`src/rtl/instr_sequencer.sv`:
```
// Program store and instruction issue for the 16-bit processor's din port.
// Presents one word at a time and advances only on the processor's ir_ack/instr_done handshakes.
module instr_sequencer #(
    parameter int DEPTH = 16,
    parameter int WIDTH = 9,
    localparam int AW = $clog2(DEPTH)
) (
    input  logic             clk,
    input  logic             rst,
    input  logic             load_en,
    input  logic [AW-1:0]    load_addr,
    input  logic [WIDTH-1:0] load_data,
    input  logic [AW:0]      prog_len,
    input  logic             start,
    input  logic             abort,
    input  logic             ir_ack,
    input  logic             instr_done,
    output logic [WIDTH-1:0] din,
    output logic             tick_ena,
    output logic [AW:0]      pc,
    output logic             busy,
    output logic             done,
    output logic             err
);

    localparam logic [2:0] S_IDLE  = 3'd0;
    localparam logic [2:0] S_ISSUE = 3'd1;
    localparam logic [2:0] S_IMM   = 3'd2;
    localparam logic [2:0] S_WAIT  = 3'd3;
    localparam logic [2:0] S_HALT  = 3'd4;

    localparam logic [AW:0] PC_ONE = (AW+1)'(1);
    localparam logic [AW:0] PC_TWO = (AW+1)'(2);

    logic [WIDTH-1:0] mem [DEPTH];

    logic [2:0]       state;
    logic [2:0]       state_nxt;
    logic [AW:0]      len;
    logic [AW:0]      len_nxt;
    logic [AW:0]      pc_nxt;
    logic [AW:0]      fetch_pc;
    logic [WIDTH-1:0] fetch_word;
    logic [WIDTH-1:0] din_nxt;
    logic             tick_nxt;
    logic             err_nxt;
    logic             at_rest;
    logic             wr_accept;
    logic             is_imm;
    logic             advance;

    assign at_rest   = (state == S_IDLE) || (state == S_HALT);
    assign wr_accept = load_en && !abort && at_rest;
    assign is_imm    = (din[WIDTH-1 -: 3] == 3'b010) || (din[WIDTH-1 -: 3] == 3'b111);

    // Only one address can ever be fetched from a given state; in ISSUE/WAIT/IMM it
    // is also the pc value after advancing, so it doubles as the new pc.
    always_comb begin
        fetch_pc = '0;
        case (state)
            S_ISSUE, S_WAIT: fetch_pc = pc + PC_ONE;
            S_IMM:           fetch_pc = pc + PC_TWO;
            default:         fetch_pc = '0;
        endcase
    end

    // Forward a same-cycle load so a start issued alongside a write fetches the new word.
    assign fetch_word = (wr_accept && (load_addr == fetch_pc[AW-1:0]))
                      ? load_data : mem[fetch_pc[AW-1:0]];

    always_comb begin
        state_nxt = state;
        pc_nxt    = pc;
        len_nxt   = len;
        din_nxt   = din;
        tick_nxt  = tick_ena;
        err_nxt   = err;
        advance   = 1'b0;
        if (abort) begin
            state_nxt = S_IDLE;
            pc_nxt    = '0;
            din_nxt   = '0;
            tick_nxt  = 1'b0;
            err_nxt   = 1'b0;
        end else begin
            case (state)
                S_IDLE, S_HALT: begin
                    if (start) begin
                        len_nxt = prog_len;
                        pc_nxt  = '0;
                        err_nxt = 1'b0;
                        if (prog_len == '0) begin
                            state_nxt = S_HALT;
                            tick_nxt  = 1'b0;
                        end else begin
                            state_nxt = S_ISSUE;
                            din_nxt   = fetch_word;
                            tick_nxt  = 1'b1;
                        end
                    end
                end
                S_ISSUE: begin
                    if (ir_ack) begin
                        if (is_imm) begin
                            if ((pc + PC_ONE < len) && !instr_done) begin
                                state_nxt = S_IMM;
                                din_nxt   = fetch_word;
                            end else begin
                                state_nxt = S_HALT;
                                tick_nxt  = 1'b0;
                                err_nxt   = 1'b1;
                            end
                        end else if (instr_done) begin
                            advance = 1'b1;
                        end else begin
                            state_nxt = S_WAIT;
                        end
                    end
                end
                S_IMM, S_WAIT: begin
                    if (instr_done) begin
                        advance = 1'b1;
                    end
                end
                default: begin
                    state_nxt = S_IDLE;
                    tick_nxt  = 1'b0;
                end
            endcase

            if (advance) begin
                pc_nxt = fetch_pc;
                if (fetch_pc >= len) begin
                    state_nxt = S_HALT;
                    tick_nxt  = 1'b0;
                end else begin
                    state_nxt = S_ISSUE;
                    din_nxt   = fetch_word;
                    tick_nxt  = 1'b1;
                end
            end
        end
    end

    always_ff @(posedge clk or negedge rst) begin
        if (!rst) begin
            state    <= S_IDLE;
            pc       <= '0;
            len      <= '0;
            din      <= '0;
            tick_ena <= 1'b0;
            busy     <= 1'b0;
            done     <= 1'b0;
            err      <= 1'b0;
        end else begin
            state    <= state_nxt;
            pc       <= pc_nxt;
            len      <= len_nxt;
            din      <= din_nxt;
            tick_ena <= tick_nxt;
            busy     <= (state_nxt == S_ISSUE) || (state_nxt == S_IMM) || (state_nxt == S_WAIT);
            done     <= (state_nxt == S_HALT);
            err      <= err_nxt;
        end
    end

    // Program memory survives reset so a reset mid-run can restart the same program.
    always_ff @(posedge clk) begin
        if (wr_accept) begin
            mem[load_addr] <= load_data;
        end
    end

endmodule

```
`config.mk`:
```
export PLATFORM = sky130hd
export DESIGN_NAME = instr_sequencer
export DESIGN_NICKNAME = d
export VERILOG_FILES = /design/src/rtl/instr_sequencer.sv
export SDC_FILE = /design/constraint.sdc
export NUM_CORES = 1
export LEC_CHECK = 0
export ABC_AREA = 0
export CAP_MARGIN = 20
export CELL_PAD_IN_SITES_DETAIL_PLACEMENT = 1
export CELL_PAD_IN_SITES_GLOBAL_PLACEMENT = 1
export CORE_ASPECT_RATIO = 1.75
export CORE_MARGIN = 2
export CORE_UTILIZATION = 40
export CTS_BUF_LIST = sky130_fd_sc_hd__clkbuf_16
export CTS_CLUSTER_DIAMETER = 60
export DETAILED_ROUTE_END_ITERATION = 7
export HOLD_SLACK_MARGIN = 0.06
export PLACE_DENSITY = 0.67
export SLEW_MARGIN = 20
export SYNTH_ARGS = -nofsm -noshare
export SYNTH_HDL_FRONTEND = slang
export SYNTH_SLANG_ARGS = --single-unit
```
`constraint.sdc`:
```
create_clock -name clk -period 4 [get_ports clk]
set_input_delay 1.2 -clock clk [delete_from_list [all_inputs] [get_ports clk]]
set_output_delay 1.2 -clock clk [all_outputs]
set_load 0.03 [all_outputs]
```
# Word level (Yosys, flattened, before mapping)
# Memories as Yosys holds them, arrays and structs flattened.
# Cells that the tools add are included.
word_totals:
  regBits: 26
  mem_bits_rw: 144
  input_bits: 25
  out_inout_bits: 18
  wordCells: 103
  mem_count: 1
memory_table:
  columns: ["memory", "words", "width", "rd", "rd_clocked_by_memory_dff", "wr", "line_no", "source"]
  rows:
  - ["mem", 16, 9, 1, 0, 1, "35", "logic [WIDTH-1:0] mem [DEPTH];"]
classes:
  n_addsub: 2
  order_cmp: 2
  eq_ne: 20
  mux: 47
  n_bitwise: 1
  reduce_logical: 22
ops:
  columns: ["operator", "count"]
  rows:
  - ["9-bit two-way mux", 9]
  - ["3-bit two-way mux", 9]
  - ["5-bit two-way mux", 4]
  - ["1-bit two-way mux", 19]
  - ["9-bit case mux with 2 select lines", 1]
  - ["4-bit inequality test, second input constant", 4]
  - ["3-bit by 2-bit == test with 1-bit output, second input constant", 5]
  - ["3-bit inequality test, second input constant", 5]
  - ["5-bit case mux with 2 select lines", 1]
  - ["5-bit AND reduction", 2]
  - ["3-bit == test, second input constant", 3]
  - ["3-bit case mux with 3 select lines", 1]
  - ["3-bit nonzero test", 3]
  - ["3-bit by 1-bit == test with 1-bit output, second input constant", 2]
  - ["2-bit OR reduction", 3]
  - ["5-bit by 1-bit adder with 5-bit output, second input constant", 1]
  - ["5-bit by 2-bit adder with 5-bit output, second input constant", 1]
  - ["5-bit >= comparator", 1]
  - ["5-bit zero test", 1]
  - ["5-bit less-than comparator", 1]
  - ["4-bit == test", 1]
  - ["1-bit logical AND", 4]
  - ["1-bit logical OR", 4]
  - ["1-bit case mux with 2 select lines", 2]
  - ["other kinds (6)", 7]

# Depth between registers and ports, before layout
logic_depth:
  depth_word: 13
  depth_mapped: 15
  depth_no_buf: 14

# Worst setup path before layout
# No wires, ideal clock.
synth_timing:
  path_kind: "reg-to-reg"
  from: "reg pc[0]"
  to: "reg din[6]"
  setup_time_ps: 65
  t_arrival_ps: 3459
  t_required_ps: 3935
  slack_ps: 476
  path_stages_with_launch: 16
  n_path_buf: 1
  synth_period_minus_slack_ps: 3524
  path_cell_list: "dfrtp_1 ha_1 xnor2_1 inv_1 nand2_1 a21o_1 inv_1 buf_1 ha_1 a21oi_1 o21ai_0 a31oi_1 a21oi_1 a211oi_1 a21boi_0 a211o_1"
synth_via:
  elab_chain_cells: 12
  word_cells_on_any_way: 19
  cone_classes: "add/sub (2); order compare (2); eq/ne (1); mux (11); reduce/logical (2); memory (1)"
synth_lines:
  columns: ["element", "line_no", "source"]
  rows:
  - ["start: declaration", "20", "output logic [AW:0] pc,"]
  - ["start signal: assignment", "157", "pc <= pc_nxt;"]
  - ["parallel branches: the longest is 10 deep, another holds memory read 16 x 9 bit", null, null]
  - ["9-bit two-way mux (*)", "131", "if (advance) begin"]
  - ["9-bit two-way mux (*)", "79", "if (abort) begin"]
  - ["via din_nxt[6]", "44", "logic [WIDTH-1:0] din_nxt;"]
  - ["end signal: assignment", "159", "din <= din_nxt;"]
  - ["end: declaration", "18", "output logic [WIDTH-1:0] din,"]
# Mark *: on every way through the listed nets, which the timed path passes.
# A chain may end at the register's enable or synchronous reset.

# Worst setup path after layout
layout_timing:
  from: "reg pc[0]"
  to: "reg din[4]"
# Same word-level chain as after synthesis.

==> summary.txt <==
final total power - 4.57 mW
clock slew at reported path FFs - 0.07 ns
fraction of power consumed by the clock network - 39.0%
Area Overhead vs Synth - 18.6%
final net count - 704
GP Congestion - 0.877
quantity of I/O buffers inserted on ports - 42
number of flops mapped to enable cells by yosys - 144
die span in x - 108 microns
Worst Hold End - err
Total Negative Setup Slacks - 0 ns
count of vias placed by the detailed router - 5432
core area - 0.0186 sq mm
layout cells sized above 1 - 11.3%
register-to-register setup slack - 0.35 ns
Final ANT Viol Nets - 0
largest area contributor in the synthesized netlist - sky130_fd_sc_hd__edfxtp_1
startpoint of the worst register-to-register path - pc[0]
total global routing overflow - 0
outcome - completed
die footprint - 0.0201 sq mm
count of max-cap constraint violations - 0
floorplan row count - 66
count of final max-slew check failures - 0
detailed-router iteration count before antenna repair - 4
clock tree from TritonCTS - built
type of origin of the critical path - flip-flop
maximum number of pins on one net before global-route repair - 74
final critical delay including setup and external delays - 3.65 ns
terminus of the critical flop-to-flop path - din[4]
total number of clock tree sinks - 170
count of endpoints failing setup in the final report - 0
actual slew at the worst max-slew pin - 0.820 ns
worst path arrival time - 4.03 ns
antenna cell count - 0
wire length after detailed routing - 22000 microns
Area contributors post-synth - sky130_fd_sc_hd__edfxtp_1 (57%), sky130_fd_sc_hd__dfrtp_1 (8.6%), sky130_fd_sc_hd__nand2_1 (4.8%)
initial core utilization - 40.8%
commonest cells after routing, fill and taps aside - sky130_fd_sc_hd__edfxtp_1 (144), sky130_fd_sc_hd__nand2_1 (97), sky130_fd_sc_hd__and3_1 (43)
total leakage power - 3.23 nW
source-to-sink clock delay at the later pin of the worst-skew pair - 0.44 ns
Flop pwr share - 44.6%
power per unit of standard cell area - 508 mW/mm^2
worst hold path type - reg2reg
synthesized net count - 649
depth of the worst register-to-register path - 14
combinational fraction of design power - 16.4%
share of the yosys chip area belonging to registers - 65.6%
unrepaired setup endpoints after global routing - false
count of distinct cell types in the synthesized netlist - 55
I/O pin count - 43
number of standard cells after synthesis - 613
max frequency - 274 MHz
number of antenna violations at the first check in global routing - 0
top-area cell type share of the netlist area - 57.0%
final period utilization - 91.3%
post-detailed-route wirelength per cell - 23.9 microns
max-slew headroom at the worst pin - 45.3%
largest buffer count on any clock path - 2
First DRT Iteration DRCs - 315
worst vdd ir - 0.353 mV
DRC violations left - 0
TritonCTS Buffers - 17
total global routing track utilization - 22.6%
Worst Hold Path Cells - 2
Die Ht - 186 microns
sw power - 1.26 mW
Fin. Hold Viols - 0
mean instance size in the synthesized netlist - 12.4 sq um
Max Clock Skew - 0.0132 ns
# Post-CTS Setup Buffers - 0
crit path max fanout - 9
post-synth design cell area - 0.00758 sq mm
global-route wire length before repair - 32800 microns
H-tree lvl count - 4
required time of the critical path - 4.38 ns
total of flip-flops plus latches after synthesis - 170
most frequent standard cell in the layout excluding fill and tap cells - sky130_fd_sc_hd__edfxtp_1
vias per cell - 5.91
HPWL after detailed placement - 14700 microns
Critical Path End Type - flip-flop
fraction of power spent switching nets - 27.7%
via count of the first global-routing pass - 5821
Warnings, synthesis - 0
predominant post-synthesis flop cell - sky130_fd_sc_hd__edfxtp_1
WS Path Type - reg2reg
internal power consumption - 3.30 mW
async set or reset register ratio after synthesis - 15.3%
clock tree root driver cell - sky130_fd_sc_hd__clkbuf_16
Filler Cell Count - 1939
beginning of the worst hold path - err
-- worst max-delay path: stages (launching register included) --
cell	delay [ns]
sky130_fd_sc_hd__dfrtp_1	0.47
sky130_fd_sc_hd__ha_1	0.28
sky130_fd_sc_hd__xnor2_1	0.29
sky130_fd_sc_hd__inv_1	0.11
sky130_fd_sc_hd__nand2_1	0.10
sky130_fd_sc_hd__a21o_1	0.14
sky130_fd_sc_hd__inv_1	0.06
sky130_fd_sc_hd__ha_1	0.30
sky130_fd_sc_hd__nand2_1	0.05
sky130_fd_sc_hd__o21ai_0	0.33
sky130_fd_sc_hd__a31oi_1	0.18
sky130_fd_sc_hd__a21oi_1	0.35
sky130_fd_sc_hd__nand2_1	0.24
sky130_fd_sc_hd__nor2_1	0.45
sky130_fd_sc_hd__a221o_1	0.24
-- kinds of logic (layout without fill, tap and decap cells) --
kind of cell | Yosys count | after routing | share of synthesized area (%)
buffers and inverters | 52 | 120 | 3.33
AOI/OAI and AO/OA | 161 | 161 | 14.9
adders and majority gates | 11 | 11 | 1.81
and+or+nand+nor | 212 | 212 | 13.5
muxes | 2 | 2 | 0.280
DFF | 170 | 170 | 65.6
xor gates and xnor gates | 5 | 5 | 0.577
-- repair_timing --
item | in CTS | in global routing
setup endpoints to repair | 0 | 8
hold buffers | 0 | 0
hold endpoints to repair | 0 | 0
resized for setup | 0 | 1
-- cell usage after synthesis (4+ instances only) --
| cell type | number |
|---|---|
| sky130_fd_sc_hd__edfxtp_1 | 144 |
| sky130_fd_sc_hd__nand2_1 | 97 |
| sky130_fd_sc_hd__and3_1 | 43 |
| sky130_fd_sc_hd__a211oi_1 | 34 |
| sky130_fd_sc_hd__o21ai_0 | 31 |
| sky130_fd_sc_hd__dfrtp_1 | 26 |
| sky130_fd_sc_hd__a311oi_1 | 25 |
| sky130_fd_sc_hd__a21oi_1 | 24 |
| sky130_fd_sc_hd__clkbuf_1 | 24 |
| sky130_fd_sc_hd__nor2_1 | 24 |
| sky130_fd_sc_hd__a31oi_1 | 12 |
| sky130_fd_sc_hd__nand3_1 | 12 |
| sky130_fd_sc_hd__ha_1 | 11 |
| sky130_fd_sc_hd__inv_1 | 11 |
| sky130_fd_sc_hd__nand2b_1 | 9 |
| sky130_fd_sc_hd__a221o_1 | 7 |
| sky130_fd_sc_hd__a21o_1 | 5 |
| sky130_fd_sc_hd__buf_6 | 5 |
| sky130_fd_sc_hd__nor3_1 | 5 |
| sky130_fd_sc_hd__xnor2_1 | 5 |
| sky130_fd_sc_hd__buf_1 | 4 |
| sky130_fd_sc_hd__buf_4 | 4 |
| sky130_fd_sc_hd__nand3b_1 | 4 |
| sky130_fd_sc_hd__o21bai_1 | 4 |
-- metal layers --
metal / vias up / part of all wire (%) / track usage [%]
met5: - / 0 / 0
met3: 48 / 3.4 / 3.94
li1: 2450 / - / -
met4: 0 / 3.7 / 11.1
met1: 2792 / 36 / 22.5
met2: 142 / 57 / 44.0
-- registers in the layout, summed over array words and instances (netlist names) --
name	flops
tick_ena	1
state	3
din	9
pc	5
busy	1
done	1
len	5
mem	144
err	1
-- worst max path at each step --
stage / start / to / slack [ns] / cells after the start
2_1_floorplan: pc[0] / din[6] / 0.48 / 15
4_1_cts: pc[0] / din[6] / 0.22 / 11
5_1_grt: pc[0] / din[2] / 0.06 / 14
3_5_place_dp: ir_ack / din[6] / 0.24 / 8
3_3_place_gp: ir_ack / din[6] / 0.34 / 8
6_report: pc[0] / din[4] / 0.35 / 14
-- through the flow --
stage / setup slack [ns] / instance area (sq um) / hold slack [ns] / std cells / utilization, %
floorplan: 0.476 / 7580 / 0.502 / 613 / -
global placement: 0.340 / 8360 / 0.517 / 887 / 45.0
detailed placement: 0.243 / 8360 / 0.540 / 887 / 45.0
CTS: 0.219 / 8990 / 0.555 / 919 / 48.4
global route: 0.0631 / 9000 / 0.563 / 919 / 48.4
finish: 0.347 / 9000 / 0.552 / 919 / 48.4
-- power groups by stage --
stage          logic [mW]  clock network, mW  registers [mW]
2_1_floorplan       0.421                  0            2.10
3_3_place_gp        0.731                  0            2.07
3_5_place_dp        0.753                  0            2.07
4_1_cts             0.756               1.81            2.03
5_1_grt             0.819               1.88            2.04
6_report            0.748               1.78            2.04
-- area by class of cell --
type / count / area [sq um] / area share (%)
clock inverter: 15 / 209 / 2.32
clock buffer: 17 / 425 / 4.73
inverter: 12 / 46.3 / 0.515
timing repair buffer: 76 / 676 / 7.51
multi-input combinational: 391 / 2370 / 26.3
sequential: 170 / 4970 / 55.3
tap: 238 / 298 / 3.31
No activity file was read; power rests on OpenSTA's default activity.
